--- src/rtl/pixel_filter_pipe.sv ---
// pixel_filter_pipe: three-stage RGB888 -> RGB444 video filter with a per-frame mode latch.
// The hs/vs/valid outputs are delayed so that they leave the block aligned with the colour they belong to.
module pixel_filter_pipe #(
  parameter int LATENCY = 3,
  parameter int LUMA_R  = 77,
  parameter int LUMA_G  = 150,
  parameter int LUMA_B  = 29
) (
  input  logic        clk,
  input  logic        rst_n,
  input  logic [23:0] pix_in,
  input  logic        pix_valid_in,
  input  logic        hs_in,
  input  logic        vs_in,
  input  logic [11:0] sw,
  output logic [11:0] vga_rgb,
  output logic        hs_out,
  output logic        vs_out,
  output logic        pix_valid_out
);

  // Mode latch state
  logic [3:0]  mode_active_reg;
  logic [7:0]  thr_active_reg;
  logic        vs_prev_reg;
  logic        vs_fall;

  // Stage 1
  logic [15:0] luma_sum;
  logic [7:0]  gray_next;
  logic [23:0] s1_pix_reg;
  logic [7:0]  s1_gray_reg;
  logic        s1_valid_reg;
  logic [3:0]  s1_mode_reg;
  logic [7:0]  s1_thr_reg;

  // Stage 2
  logic [7:0]  prev_gray_reg;
  logic [7:0]  ref_gray;
  logic [7:0]  gray_diff;
  logic [7:0]  edge_val;
  logic [7:0]  thr_val;
  logic [23:0] filt_rgb;
  logic [23:0] rot_rgb;
  logic [11:0] quant_next;
  logic [11:0] s2_rgb_reg;
  logic        s2_valid_reg;

  // Stage 3 and sync delay lines
  logic [11:0]        vga_rgb_reg;
  logic               valid_out_reg;
  logic [LATENCY-1:0] hs_pipe_reg;
  logic [LATENCY-1:0] vs_pipe_reg;

  assign vs_fall = !vs_in && vs_prev_reg;

  // Latch switches only at the start of vertical sync so a frame is never rendered with two modes
  always_ff @(posedge clk) begin
    if (!rst_n) begin
      mode_active_reg <= 4'b0000;
      thr_active_reg  <= 8'h00;
      vs_prev_reg     <= 1'b1;
    end else begin
      vs_prev_reg <= vs_in;
      if (vs_fall) begin
        mode_active_reg <= sw[3:0];
        thr_active_reg  <= sw[11:4];
      end
    end
  end

  // Luma weights sum to 256, so the top byte of the 16-bit sum is the 8-bit gray level
  always_comb begin
    luma_sum  = 16'(LUMA_R) * 16'(pix_in[23:16])
              + 16'(LUMA_G) * 16'(pix_in[15:8])
              + 16'(LUMA_B) * 16'(pix_in[7:0]);
    gray_next = 8'(luma_sum >> 8);
  end

  // Stage 1: capture pixel and gray; the mode travels with the pixel so a latch on this cycle hits only later pixels
  always_ff @(posedge clk) begin
    if (!rst_n) begin
      s1_pix_reg   <= 24'h000000;
      s1_gray_reg  <= 8'h00;
      s1_valid_reg <= 1'b0;
      s1_mode_reg  <= 4'b0000;
      s1_thr_reg   <= 8'h00;
    end else begin
      s1_pix_reg   <= pix_in;
      s1_gray_reg  <= gray_next;
      s1_valid_reg <= pix_valid_in;
      s1_mode_reg  <= mode_active_reg;
      s1_thr_reg   <= thr_active_reg;
    end
  end

  // Stage 2 filter: select the filter, then apply the optional {R,G,B} -> {G,B,R} rotate
  always_comb begin
    // At line start the previous gray is taken to be the current one, so the edge output is zero
    ref_gray  = s2_valid_reg ? prev_gray_reg : s1_gray_reg;
    gray_diff = (s1_gray_reg >= ref_gray) ? (s1_gray_reg - ref_gray) : (ref_gray - s1_gray_reg);
    edge_val  = gray_diff[7] ? 8'hFF : {gray_diff[6:0], 1'b0};
    thr_val   = (s1_gray_reg >= s1_thr_reg) ? 8'hFF : 8'h00;
    case (s1_mode_reg[2:0])
      3'd1:    filt_rgb = {s1_gray_reg, s1_gray_reg, s1_gray_reg};
      3'd2:    filt_rgb = ~s1_pix_reg;
      3'd3:    filt_rgb = {edge_val, edge_val, edge_val};
      3'd4:    filt_rgb = {thr_val, thr_val, thr_val};
      default: filt_rgb = s1_pix_reg;
    endcase
    rot_rgb = s1_mode_reg[3] ? {filt_rgb[15:0], filt_rgb[23:16]} : filt_rgb;
  end

  // Quantise each channel to its upper nibble (truncation, no rounding)
  generate
    for (genvar gi = 0; gi < 3; gi++) begin : g_quant
      assign quant_next[gi*4 +: 4] = rot_rgb[gi*8+4 +: 4];
    end
  endgenerate

  // Stage 2 registers plus the edge-filter history, which only advances on valid pixels
  always_ff @(posedge clk) begin
    if (!rst_n) begin
      s2_rgb_reg    <= 12'h000;
      s2_valid_reg  <= 1'b0;
      prev_gray_reg <= 8'h00;
    end else begin
      s2_rgb_reg   <= quant_next;
      s2_valid_reg <= s1_valid_reg;
      if (s1_valid_reg) begin
        prev_gray_reg <= s1_gray_reg;
      end
    end
  end

  // Stage 3: blank colour outside the visible area
  always_ff @(posedge clk) begin
    if (!rst_n) begin
      vga_rgb_reg   <= 12'h000;
      valid_out_reg <= 1'b0;
    end else begin
      vga_rgb_reg   <= s2_valid_reg ? s2_rgb_reg : 12'h000;
      valid_out_reg <= s2_valid_reg;
    end
  end

  // Sync delay lines; they reset to 1 so the sync outputs come out of reset inactive
  generate
    for (genvar gi = 0; gi < LATENCY; gi++) begin : g_sync
      // One sync delay stage
      always_ff @(posedge clk) begin
        if (!rst_n) begin
          hs_pipe_reg[gi] <= 1'b1;
          vs_pipe_reg[gi] <= 1'b1;
        end else if (gi == 0) begin
          hs_pipe_reg[gi] <= hs_in;
          vs_pipe_reg[gi] <= vs_in;
        end else begin
          hs_pipe_reg[gi] <= hs_pipe_reg[(gi == 0) ? 0 : gi-1];
          vs_pipe_reg[gi] <= vs_pipe_reg[(gi == 0) ? 0 : gi-1];
        end
      end
    end
  endgenerate

  assign vga_rgb       = vga_rgb_reg;
  assign pix_valid_out = valid_out_reg;
  assign hs_out        = hs_pipe_reg[LATENCY-1];
  assign vs_out        = vs_pipe_reg[LATENCY-1];

endmodule

--- config.mk ---
export PLATFORM = sky130hd
export DESIGN_NAME = pixel_filter_pipe
export DESIGN_NICKNAME = d
export VERILOG_FILES = /design/src/rtl/pixel_filter_pipe.sv
export SDC_FILE = /design/constraint.sdc
export NUM_CORES = 1
export LEC_CHECK = 0
export BUFFER_PORTS_ARGS = -buffer_cell sky130_fd_sc_hd__buf_2
export CAP_MARGIN = 40
export CORE_MARGIN = 2
export CORE_UTILIZATION = 60
export CTS_BUF_LIST = sky130_fd_sc_hd__clkbuf_4 sky130_fd_sc_hd__clkbuf_8 sky130_fd_sc_hd__clkbuf_16
export DETAILED_ROUTE_END_ITERATION = 7
export HOLD_SLACK_MARGIN = 0.02
export PLACE_DENSITY = 0.8
export SLEW_MARGIN = 20
export SYNTH_ARGS = -nofsm -noshare
export SYNTH_HDL_FRONTEND = slang
export SYNTH_SLANG_ARGS = --single-unit
--- constraint.sdc ---
create_clock -name clk -period 8.8 [get_ports clk]
set_input_delay 1.32 -clock clk [delete_from_list [all_inputs] [get_ports clk]]
set_output_delay 1.32 -clock clk [all_outputs]
set_load 0.005 [all_outputs]
==> results.txt, run 1 <==
The largest buffer count on any clock path came out at 2. The worst endpoint required time came out at around 9100 ps. The layout has between 900 and 1,000 filler cells. The layout overhead on the synthesized area came out at 8.96%.

For this configuration, the core starts out at a cell density of 0.612. The worst setup timing slack at the placement stage came out at 1160 ps. The minimum setup slack among reg-to-reg paths is around 4800 ps. The slew at the pin with the worst max-slew slack came out at between 800 and 900 ps. The worst clock skew came out at around 10 ps. The minimum period implied by the final worst setup slack is ~7300 ps. The class of the most critical setup path is input pin to register.

The number of buffers inserted during clock tree synthesis is 9. The via count of the routed design is about 5,800. By instance count, the leading cell after synthesis is sky130_fd_sc_hd__inv_1. Sorting the synthesized cells by area gives the leading types as sky130_fd_sc_hd__dfxtp_1 23%, sky130_fd_sc_hd__ha_1 18%, sky130_fd_sc_hd__fa_1 15%.

The number of hold buffers added after cts came out at 0. The fmax came out at between 100 and 150 MHz. The min-delay analysis places its worst path in the category register to register. The layout net count is between 1,000 and 1,500.

The clock latency at the later pin of the worst-skew pair came out at between 300 and 400 ps. The number of instances in the synthesized netlist came out at 814. The half-perimeter wire length after detailed placement came out at around 13,000 um. The floorplan die width is about 110 um. The top fanout value on the critical path came out at 5. Summed over all cells, the static leakage comes to roughly 3.8 nW.

The core occupancy in the finished layout is 0.667. The count of clock tree sinks came out at 85. For the final routed database, the setup TNS stands at 0 ps.

STA classifies the critical path endpoint as a register. The final routed wire length divided by cell count came out at about 16 um. TritonCTS built the clock tree.

The via count of the first global-routing pass is around 5,900. Of the synthesized area, sequential elements account for 0.233. The number of port buffers came out at 55. The maximum resistive drop on vdd is about 0.00031 V. The count of state elements after synthesis came out at 85.

The top cell type's share of synthesized area came out at 0.233. The setup slack of the critical path after layout came out at 1490 ps. The detailed-routing iteration count for the pre-antenna-repair pass is 5. The repair_antennas step left the layout with diodes totalling 0. The placer's final routability congestion estimate is just over 0.9.

The count of nets left with antenna violations after detail routing is 0. The unique cell type count in the Yosys netlist is 64. The data arrival time at the worst-slack endpoint is 7590 ps. The tool flagged a number of max-cap violations equal to 0. The biggest area contributor in the post-synthesis netlist is sky130_fd_sc_hd__dfxtp_1.

Counting cells, the worst reg-to-reg path comes to 11. The number of enable flip-flop cells after synthesis came out at 0. In this run the number of H-tree levels came out at 3. The root buffer cell chosen for the clock tree is sky130_fd_sc_hd__clkbuf_16. The beginning of the worst hold path is vs_pipe_reg[1].

The count of endpoints failing setup in the final report is 0. The initial antenna violation count came out at 0. The number of instances on the worst hold path came out at 1. The die covers 0.0130 mm2.

In this run the cell area of the synthesized design comes to between 0.007 and 0.008 mm2. The layout cell share with drive strength beyond 1 is 0.0964. The clock transition at the register clock pins on the worst setup and hold paths after CTS came out at 60 ps. The post-detailed-route DRC marker count is 0. The synthesized area per cell is approximately 9.0 um2. Setup repair after global routing left no endpoint under its margin. Entering global routing, the biggest net connects 66 pins. The synthesis warning total came out at 0. The max-slew violation count is 0. The total congestion overflow after global routing came out at 0.

The final routed wirelength across all metal layers is 15,900 um. After synthesis, the share of flip-flops with an asynchronous set or reset is 0. The kind of launch point of the worst setup path is an input pin.

The max-slew headroom at the worst pin came out at 0.430. The synthesized net count came out at 1,017. The count of cells resized by post-cts repair is 0. The core outline area came out at between 0.01 and 0.015 mm2. Of the available clock period, the critical path in the final layout requires 0.831.

The worst register-to-register path ends at s2_rgb_reg[6]. The flow ran to the end, and the final reports show no timing, DRC or antenna violations. The post-CTS setup repair buffer count is 0. The total global routing track utilization is 0.270. The die height is approximately 110 um. The number of top-level design ports came out at 56.

In the synthesized netlist the dominant register cell turns out to be sky130_fd_sc_hd__dfxtp_1. The number of vias per cell is about 5.7. The critical register-to-register path startpoint is s2_valid_reg.

For this design the ratio of total power to cell area is roughly 380 mW/mm2. The wire length of the first global-routing pass is roughly 28,000 um. The commonest cells after synthesis are 123 x sky130_fd_sc_hd__inv_1, 107 x sky130_fd_sc_hd__ha_1, 85 x sky130_fd_sc_hd__dfxtp_1, 62 x sky130_fd_sc_hd__nand2_1, 55 x sky130_fd_sc_hd__fa_1. The initialized floorplan defines 40 standard-cell rows. The number of hold violations in the final report came out at 0.

The worst-case hold path end point is vs_out. In this run, the number of DRC markers left after iteration 0 of detailed routing was roughly 320.
worst max path at each step:
stage | end | start | slack (ps)
3_3_place_gp | s1_gray_reg[7] | pix_in[13] | 1400
2_1_floorplan | s1_gray_reg[7] | pix_in[11] | 1780
3_5_place_dp | s1_gray_reg[7] | pix_in[13] | 1160
4_1_cts | s1_gray_reg[7] | pix_in[13] | 1530
5_1_grt | s1_gray_reg[7] | pix_in[13] | 1230
6_report | s1_gray_reg[7] | pix_in[13] | 1490
stage by stage:
stage	total power (W)	instance area (um2)	hold slack (ps)	cells
final	0.00300	7940	409	1008
after floorplan	0.00213	7290	386	814
after global placement	0.00252	7660	396	992
after global routing	0.00333	7940	424	1008
after detailed placement	0.00262	7660	406	992
after CTS	0.00298	7930	415	1007
layout make-up:
type	count	area (um2)	share of cell area
Timing Repair Buffer	57	298	0.0375
Multi-Input combinational cell	580	5020	0.633
Clock buffer	10	233	0.0293
Clock inverter	5	35.0	0.00441
Tap cell	147	184	0.0232
Inverter	124	465	0.0586
Sequential cell	85	1700	0.214
power by group:
| group | switching, W | internal [W] | leakage (nW) |
|---|---|---|---|
| Combinational | 0.00124 | 0.000950 | 3.01 |
| Clock | 0.000149 | 0.000193 | 0.133 |
| Sequential | 0.0000357 | 0.000432 | 0.698 |
logic make-up (layout without fill, tap and decap cells):
group | count (synthesis) | after routing | share of synthesized area
AOI/OAI and AO/OA | 164 | 164 | 0.160
buffers and inverters | 149 | 196 | 0.0771
and+or+nand+nor | 229 | 229 | 0.161
adders and majority gates | 162 | 162 | 0.335
muxes | 9 | 9 | 0.0124
xor gates and xnor gates | 16 | 16 | 0.0213
DFF | 85 | 85 | 0.233
layer usage:
| metal | global-route usage | up-vias | wire length (um) |
|---|---|---|---|
| met2 | 0.446 | 173 | 7640 |
| met4 | 0.0667 | 0 | 219 |
| met5 | 0 | - | 0 |
| li1 | - | 2833 | - |
| met1 | 0.370 | 2736 | 7270 |
| met3 | 0.0498 | 24 | 807 |
critical path: stages:
cell and delay, ps:
sky130_fd_sc_hd__buf_2 150, sky130_fd_sc_hd__ha_1 290, sky130_fd_sc_hd__ha_1 280, sky130_fd_sc_hd__ha_1 280
sky130_fd_sc_hd__inv_1 50, sky130_fd_sc_hd__fa_1 510, sky130_fd_sc_hd__inv_1 50, sky130_fd_sc_hd__ha_1 340
sky130_fd_sc_hd__nand2_1 100, sky130_fd_sc_hd__a2bb2oi_1 280, sky130_fd_sc_hd__nand2b_1 90, sky130_fd_sc_hd__a21oi_1 180
sky130_fd_sc_hd__xnor2_1 140, sky130_fd_sc_hd__ha_1 260, sky130_fd_sc_hd__fa_1 500, sky130_fd_sc_hd__inv_1 50
sky130_fd_sc_hd__fa_1 460, sky130_fd_sc_hd__fa_1 550, sky130_fd_sc_hd__inv_1 40, sky130_fd_sc_hd__ha_1 220
sky130_fd_sc_hd__or3_1 400, sky130_fd_sc_hd__o211ai_1 230, sky130_fd_sc_hd__nand3b_1 190, sky130_fd_sc_hd__o31ai_1 250
sky130_fd_sc_hd__xor3_1 260, sky130_fd_sc_hd__nor2b_1 120
placed cells by master, fill, tap and decap left out, types with 12 or more instances in the layout:
cell type and count:
sky130_fd_sc_hd__a21boi_0 12, sky130_fd_sc_hd__a21oi_1 39, sky130_fd_sc_hd__and2_1 33, sky130_fd_sc_hd__and3_1 13, sky130_fd_sc_hd__buf_2 55, sky130_fd_sc_hd__dfxtp_1 85
sky130_fd_sc_hd__fa_1 55, sky130_fd_sc_hd__ha_1 107, sky130_fd_sc_hd__inv_1 123, sky130_fd_sc_hd__nand2_1 62, sky130_fd_sc_hd__nand2b_1 20, sky130_fd_sc_hd__nor2_1 42
sky130_fd_sc_hd__nor2b_1 19, sky130_fd_sc_hd__o21a_1 19, sky130_fd_sc_hd__o21ai_0 23
Note: power is estimated with default switching activity, not from simulation.
==> run 2, diff against run 1 <==
==> constraint.sdc (replaced) <==
create_clock -name clk -period 7 [get_ports clk]
set_input_delay 1.05 -clock clk [delete_from_list [all_inputs] [get_ports clk]]
set_output_delay 1.05 -clock clk [all_outputs]
set_load 0.005 [all_outputs]
==> results.txt, run 2 (synthesis gave the netlist of run 1 again) <==
Summed over all layers, the global routing overflow is 0. The largest buffer count on any clock path is 2. The layout overhead on the synthesized area came out at 10.9%.

The number of hold buffers added after cts is 0. Leaving out fill and tap cells, the most frequent cell in the layout is sky130_fd_sc_hd__inv_1. The number of H-tree levels came out at 3. The cell that appears most often on the critical path is sky130_fd_sc_hd__fa_1. The worst setup path is captured at a register. The clock latency at the later pin of the worst-skew pair came out at 340 ps. The initial standard-cell utilization of the core is 0.612. The highest cell delay on the worst timing path is between 500 and 600 ps. The non-filler instance count after layout is ~1,000.

For this run, the post-layout net count is about 1,100. The initial antenna violation count is 0. The floorplan die width is around 110 um. The first detailed-routing pass took 6 iterations.

The post-detailed-route DRC marker count is 0. Clock-pin slew was measured on the worst setup and hold paths at 60 ps. The number of top-level design ports came out at between 50 and 60. Walking the worst path, the cells encountered are buf_2, ha_1, ha_1, inv_1, fa_1, fa_1, inv_1, ha_1, xnor2_1, fa_1, fa_1, inv_1, fa_1, fa_1, inv_1, ha_1, or3_1, o211ai_1, nand3b_1, buf_4, a21oi_2, xnor2_1, and2_1. Using the TritonRoute via totals, the vias-per-cell ratio works out to 5.65. In this run the register-to-register setup slack is about 3400 ps. The setup slack of the critical path after layout came out at around 230 ps.

Input and output buffers added on the ports amount to 55. The cell area after layout came out at 0.00808 mm2. The floorplan has 40 rows. The slew at the pin with the worst max-slew slack is between 800 and 900 ps. The largest individual stage delay along the critical path comes from the cell sky130_fd_sc_hd__fa_1.

Prior to clock tree synthesis, the placed netlist has a worst setup slack of -246 ps. Setup total negative slack on the finished layout was measured at 0 ps. CTS saw between 80 and 90 sinks.

TritonCTS built the clock tree. The detailed router finished its first iteration with roughly 310 violations. The cell count after placement came out at roughly 1,000. The layout cell share with drive strength beyond 1 came out at 0.110. The floorplan step defined a die boundary enclosing about 0.013 mm2.

Across the run, the number of max-cap violations was 0. The total area inside the core boundary comes to roughly 0.012 mm2. The count of nets left with antenna violations after detail routing came out at 0.

The top fanout value on the critical path is 4. The half-perimeter wire length after detailed placement is between 10,000 and 15,000 um. Clock tree synthesis inserted a total of 9 buffers. The post-CTS setup repair buffer count is 0.

CTS placed an instance of sky130_fd_sc_hd__clkbuf_16 at the clock tree root. The worst endpoint required time is between 7000 and 8000 ps. The flow ran to the end, and the final reports show no timing, DRC or antenna violations. The type of the worst min-delay path is register to register. The placed instances occupy a cell area of around 0.0077 mm2. The via count of the routed design came out at 5,745. The fmax came out at 148 MHz. The count of endpoints failing setup in the final report came out at 0. The minimum period implied by the final worst setup slack is between 6000 and 7000 ps. The data arrival time at the worst-slack endpoint is roughly 7000 ps. The number of hold violations in the final report is 0. The first global-routing pass estimated roughly 27,000 um of wire. The via count of the first global-routing pass was 5,840. The final routed wirelength across all metal layers came out at 15,700 um. IR analysis of the VDD net gives a maximum drop of approximately 0.00031 V. The power density of the placed cells is 484 mW/mm2.

The max-slew headroom at the worst pin is 0.408. The die height came out at 114 um. The share of the cycle needed by the critical path after routing is 0.967. STA classifies the critical path startpoint as an input pin. The largest net degree at the start of global routing is 66.

The number of filler instances in the final layout came out at 960. In the layout the commonest cells are 123 x sky130_fd_sc_hd__inv_1, 106 x sky130_fd_sc_hd__ha_1, 85 x sky130_fd_sc_hd__dfxtp_1. The smallest hold slack is slightly above 400 ps. Dividing the detail-routed wire length by the instance count gives 15.5 um.

The placer's final routability congestion estimate came out at between 0.8 and 0.9. The max-slew violation count is 0. The setup path with the least slack is of type input pin to register. The number of antenna diodes in the final layout is 0.

After clock tree synthesis, the repair step resized 0 gates. Summed over all cells, the static leakage comes to slightly below 4 nW. The worst clock skew came out at 11.5 ps. The total global routing track utilization came out at 0.258.
[run 2: cell types whose count changed in the layout (fill, tap and decap cells not counted), sizes merged]
cell / previous run / this run
inv: 126 / 127
bufinv: 0 / 2
clkinvlp: 1 / 0
clkinv: 2 / 1
buf: 57 / 65
clkbuf: 10 / 9
[run 2: cell type report]
class	instances	area, um2	share of cell area
Multi-Input combinational cell	580	5060	0.625
Sequential cell	85	1700	0.210
Inverter	124	465	0.0576
Timing Repair Buffer	65	358	0.0443
Clock buffer	9	225	0.0279
Tap cell	147	184	0.0228
Clock inverter	6	93.8	0.0116
[run 2: per-layer routing]
layer,up-vias,share of wire,routed length [um],global-route usage
met2,148,0.49,7670,0.453
met4,0,0.014,226,0.0667
met3,17,0.043,684,0.0461
met5,-,0,0,0
li1,2859,-,-,-
met1,2721,0.45,7160,0.329
[run 2: stage by stage]
stage / power, W / util
3_3_place_gp: 0.00325 / 0.648
3_5_place_dp: 0.00334 / 0.648
6_report: 0.00391 / 0.679
2_1_floorplan: 0.00268 / -
4_1_cts: 0.00388 / 0.675
5_1_grt: 0.00431 / 0.679
[run 2: where the power goes]
part           switching, W  internal, W  leakage (nW)
sequential        0.0000468     0.000543         0.698
combinational       0.00153      0.00128          3.05
clock              0.000193     0.000315         0.158
[run 2: critical path: cells and delay by family]
kind | cells | cell delay, ps
adder cells (fa/ha/maj) | 10 | 4110
AND/OR/NAND/NOR | 3 | 680
buffers and inverters | 6 | 470
AO/OA/AOI/OAI | 2 | 370
XOR/XNOR | 2 | 280
[run 2: path summary, 6_finish.rpt]
kind,startpoint,endpoint,depth (start not counted)
hold / removal,hs_pipe_reg[0],hs_pipe_reg[1],1
setup / recovery,pix_in[12],s1_gray_reg[6],23
hold reg to reg,hs_pipe_reg[0],hs_pipe_reg[1],1
setup reg to reg,s2_valid_reg,s2_rgb_reg[11],12
==> run 3, diff against run 2 <==
--- a/config.mk
+++ b/config.mk
@@ -12,7 +12,8 @@
 export CTS_BUF_LIST = sky130_fd_sc_hd__clkbuf_4 sky130_fd_sc_hd__clkbuf_8 sky130_fd_sc_hd__clkbuf_16
 export DETAILED_ROUTE_END_ITERATION = 7
 export HOLD_SLACK_MARGIN = 0.02
-export PLACE_DENSITY = 0.8
+export PLACE_DENSITY = 0.91
+export SETUP_SLACK_MARGIN = 0.5
 export SLEW_MARGIN = 20
 export SYNTH_ARGS = -nofsm -noshare
 export SYNTH_HDL_FRONTEND = slang
==> results.txt, run 3 (synthesis gave the netlist of run 1 again) <==
The initial antenna violation count came out at 0. The wire length of the first global-routing pass came out at 28,000 um. The static leakage came out at 3.89 nW. The largest net degree at the start of global routing is 77. The clock tree root driver cell is sky130_fd_sc_hd__clkbuf_16. The floorplan die width is around 110 um. The worst setup path is of the input pin to register kind. The max-slew violation count came out at 0.

For the final database, setup skew stands at approximately 7.6 ps. The via count of the routed design came out at about 5,900. The final routed wirelength across all metal layers came out at between 15,000 and 20,000 um.

The max-slew headroom at the worst pin came out at 0.414. The multi-input combinational cells in the finished layout cover a total of 0.00519 mm2. The initial standard-cell utilization of the core came out at 0.612. The total global routing track utilization is 0.270. The floorplan step defined a die boundary enclosing 0.0130 mm2.

The clock latency at the later pin of the worst-skew pair came out at 340 ps. The overall power is between 0.004 and 0.005 W. Across the run, the number of max-cap violations was 0. TritonCTS built the clock tree. The number of rows created at floorplan is 40. The beginning of the worst hold path is hs_pipe_reg[0]. The accumulated negative setup slack came out at 0 ps. In the finished design, the share of the clock period the worst path needs comes to 0.942. For this run, the top clock speed supported by timing is 152 MHz. The area after detailed placement is just under 0.008 mm2. The layout cell share with drive strength beyond 1 is 0.133. The via count of the first global-routing pass came out at approximately 6,000. In the routed design, unresolved DRC markers number 0.

The number of vias per cell came out at about 5.9. The type of the worst min-delay path is register to register. The number of H-tree levels is 3. The layout net count is approximately 1,100.

The worst path in the final design needs a cycle of between 6000 and 7000 ps, including I/O delays and setup. The half-perimeter wire length after detailed placement came out at roughly 13,000 um. The run finished with clean final reports.

The core outline area is ~0.012 mm2. In the layout the commonest cells are 119 x sky130_fd_sc_hd__inv_1, 97 x sky130_fd_sc_hd__ha_1, 85 x sky130_fd_sc_hd__dfxtp_1. The largest buffer count on any clock path came out at 2.

The data arrival time at the worst-slack endpoint is roughly 7000 ps. The number of inserted diodes is 0. The maximum resistive drop on vdd is roughly 0.00035 V. The launch point of the critical path is pix_in[9].

Routability-driven placement finished with a final weighted congestion of approximately 0.94. Summed over all layers, the global routing overflow is 0. The detailed-routing iteration count for the pre-antenna-repair pass is 5. The sequential cells in the finished layout cover a total of between 0.0015 and 0.002 mm2. The die height is around 110 um. The count of clock tree sinks came out at between 80 and 90. The final routed wire length divided by cell count is 16.5 um. Once layout is done, the placed cells without fillers occupy around 0.008 mm2. The layout overhead on the synthesized area came out at 12.3%. The most common cell after layout, fill and taps aside is sky130_fd_sc_hd__inv_1. The number of buffers inserted during clock tree synthesis is 9. The number of filler instances in the final layout is roughly 810. At the worst endpoint, the required time is approximately 7300 ps. Pin placement for this block handled 56 I/O pins.

Once detail routing completed, the nets flagged for antenna violations numbered 0. Clock-pin slew was measured on the worst setup and hold paths at 60 ps. The finished layout holds between 1,000 and 1,500 standard cells, fillers aside. The worst register-to-register path begins at s2_valid_reg. The kind of launch point of the worst setup path is an input pin.

The number of hold violations in the final report is 0. Counting tap cells, the placed design contains a total of ~990 instances. The top fanout value on the critical path is 4. The power density of the placed cells came out at around 490 mW/mm2. The count of endpoints failing setup in the final report is 0. For the pin with the worst max-slew slack, the measured transition is around 870 ps. For this block, the initial DRC count from the detailed router was approximately 330.

During placement, the flow inserted port buffers numbering 55. The element type at the critical path end is a register. Setup repair after global routing could not meet its margin everywhere.
-- run 3: cell count changes in the layout (fill, tap and decap cells not counted), sizes merged --
| cell | change |
|---|---|
| inv | -2 |
| bufinv | -1 |
| buf | -4 |
| clkbuf | +1 |
| clkinv | +3 |
-- run 3: routing by layer --
metal	wire length (um)	part of all wire	GRT usage
met1	6800	0.41	0.334
met2	8180	0.49	0.465
met3	1080	0.065	0.0466
met4	629	0.038	0.114
met5	0	0	0
-- run 3: stage by stage --
stage | setup slack, ps | utilization | hold slack, ps
finish | 409 | 0.687 | 407
global route | 230 | 0.687 | 437
CTS | 476 | 0.683 | 407
detailed placement | -120 | 0.654 | 392
global placement | 141 | 0.654 | 391
floorplan | 444 | - | 386
-- run 3: cell type report --
| class | instances | share of cell area |
|---|---|---|
| inverter | 124 | 0.0569 |
| multi-input combinational | 580 | 0.634 |
| timing repair buffer | 61 | 0.0413 |
| clock inverter | 6 | 0.00856 |
| sequential | 85 | 0.208 |
| clock buffer | 10 | 0.0292 |
| tap | 147 | 0.0225 |
-- run 3: worst paths after layout --
path | end | slack [ps] | cells after the start
min | hs_pipe_reg[1] | 410 | 1
max reg2reg | s2_rgb_reg[3] | 3160 | 12
max | s1_gray_reg[7] | 410 | 23
min reg2reg | hs_pipe_reg[1] | 410 | 1
-- run 3: what timing repair did --
item,CTS,global route
pin swaps,10,0
hold buffers,0,0
buffers inserted,1,1
resized for setup,5,5
endpoints found under the setup margin,2,5
-- run 3: critical path, stage by stage --
cell                       delay (ps)
sky130_fd_sc_hd__buf_2            140
sky130_fd_sc_hd__ha_1             310
sky130_fd_sc_hd__ha_1             280
sky130_fd_sc_hd__ha_1             300
sky130_fd_sc_hd__ha_1             370
sky130_fd_sc_hd__a21oi_2          230
sky130_fd_sc_hd__nor2_2            60
sky130_fd_sc_hd__o21ai_2          150
sky130_fd_sc_hd__nor2b_4          190
sky130_fd_sc_hd__xnor2_2           90
sky130_fd_sc_hd__fa_2             570
sky130_fd_sc_hd__fa_1             400
sky130_fd_sc_hd__inv_1            100
sky130_fd_sc_hd__fa_2             450
sky130_fd_sc_hd__fa_1             490
sky130_fd_sc_hd__inv_1             40
sky130_fd_sc_hd__ha_2             190
sky130_fd_sc_hd__or3_1            330
sky130_fd_sc_hd__o211ai_1         240
sky130_fd_sc_hd__nand3b_1         170
sky130_fd_sc_hd__o31ai_2          270
sky130_fd_sc_hd__xor3_1           270
sky130_fd_sc_hd__nor2b_1          150
-- run 3: power breakdown --
part	switching [W]	leakage [nW]	internal (W)
clock network	0.000198	0.153	0.000288
registers	0.0000433	0.698	0.000543
logic	0.00165	3.04	0.00130
total	0.00189	3.89	0.00213
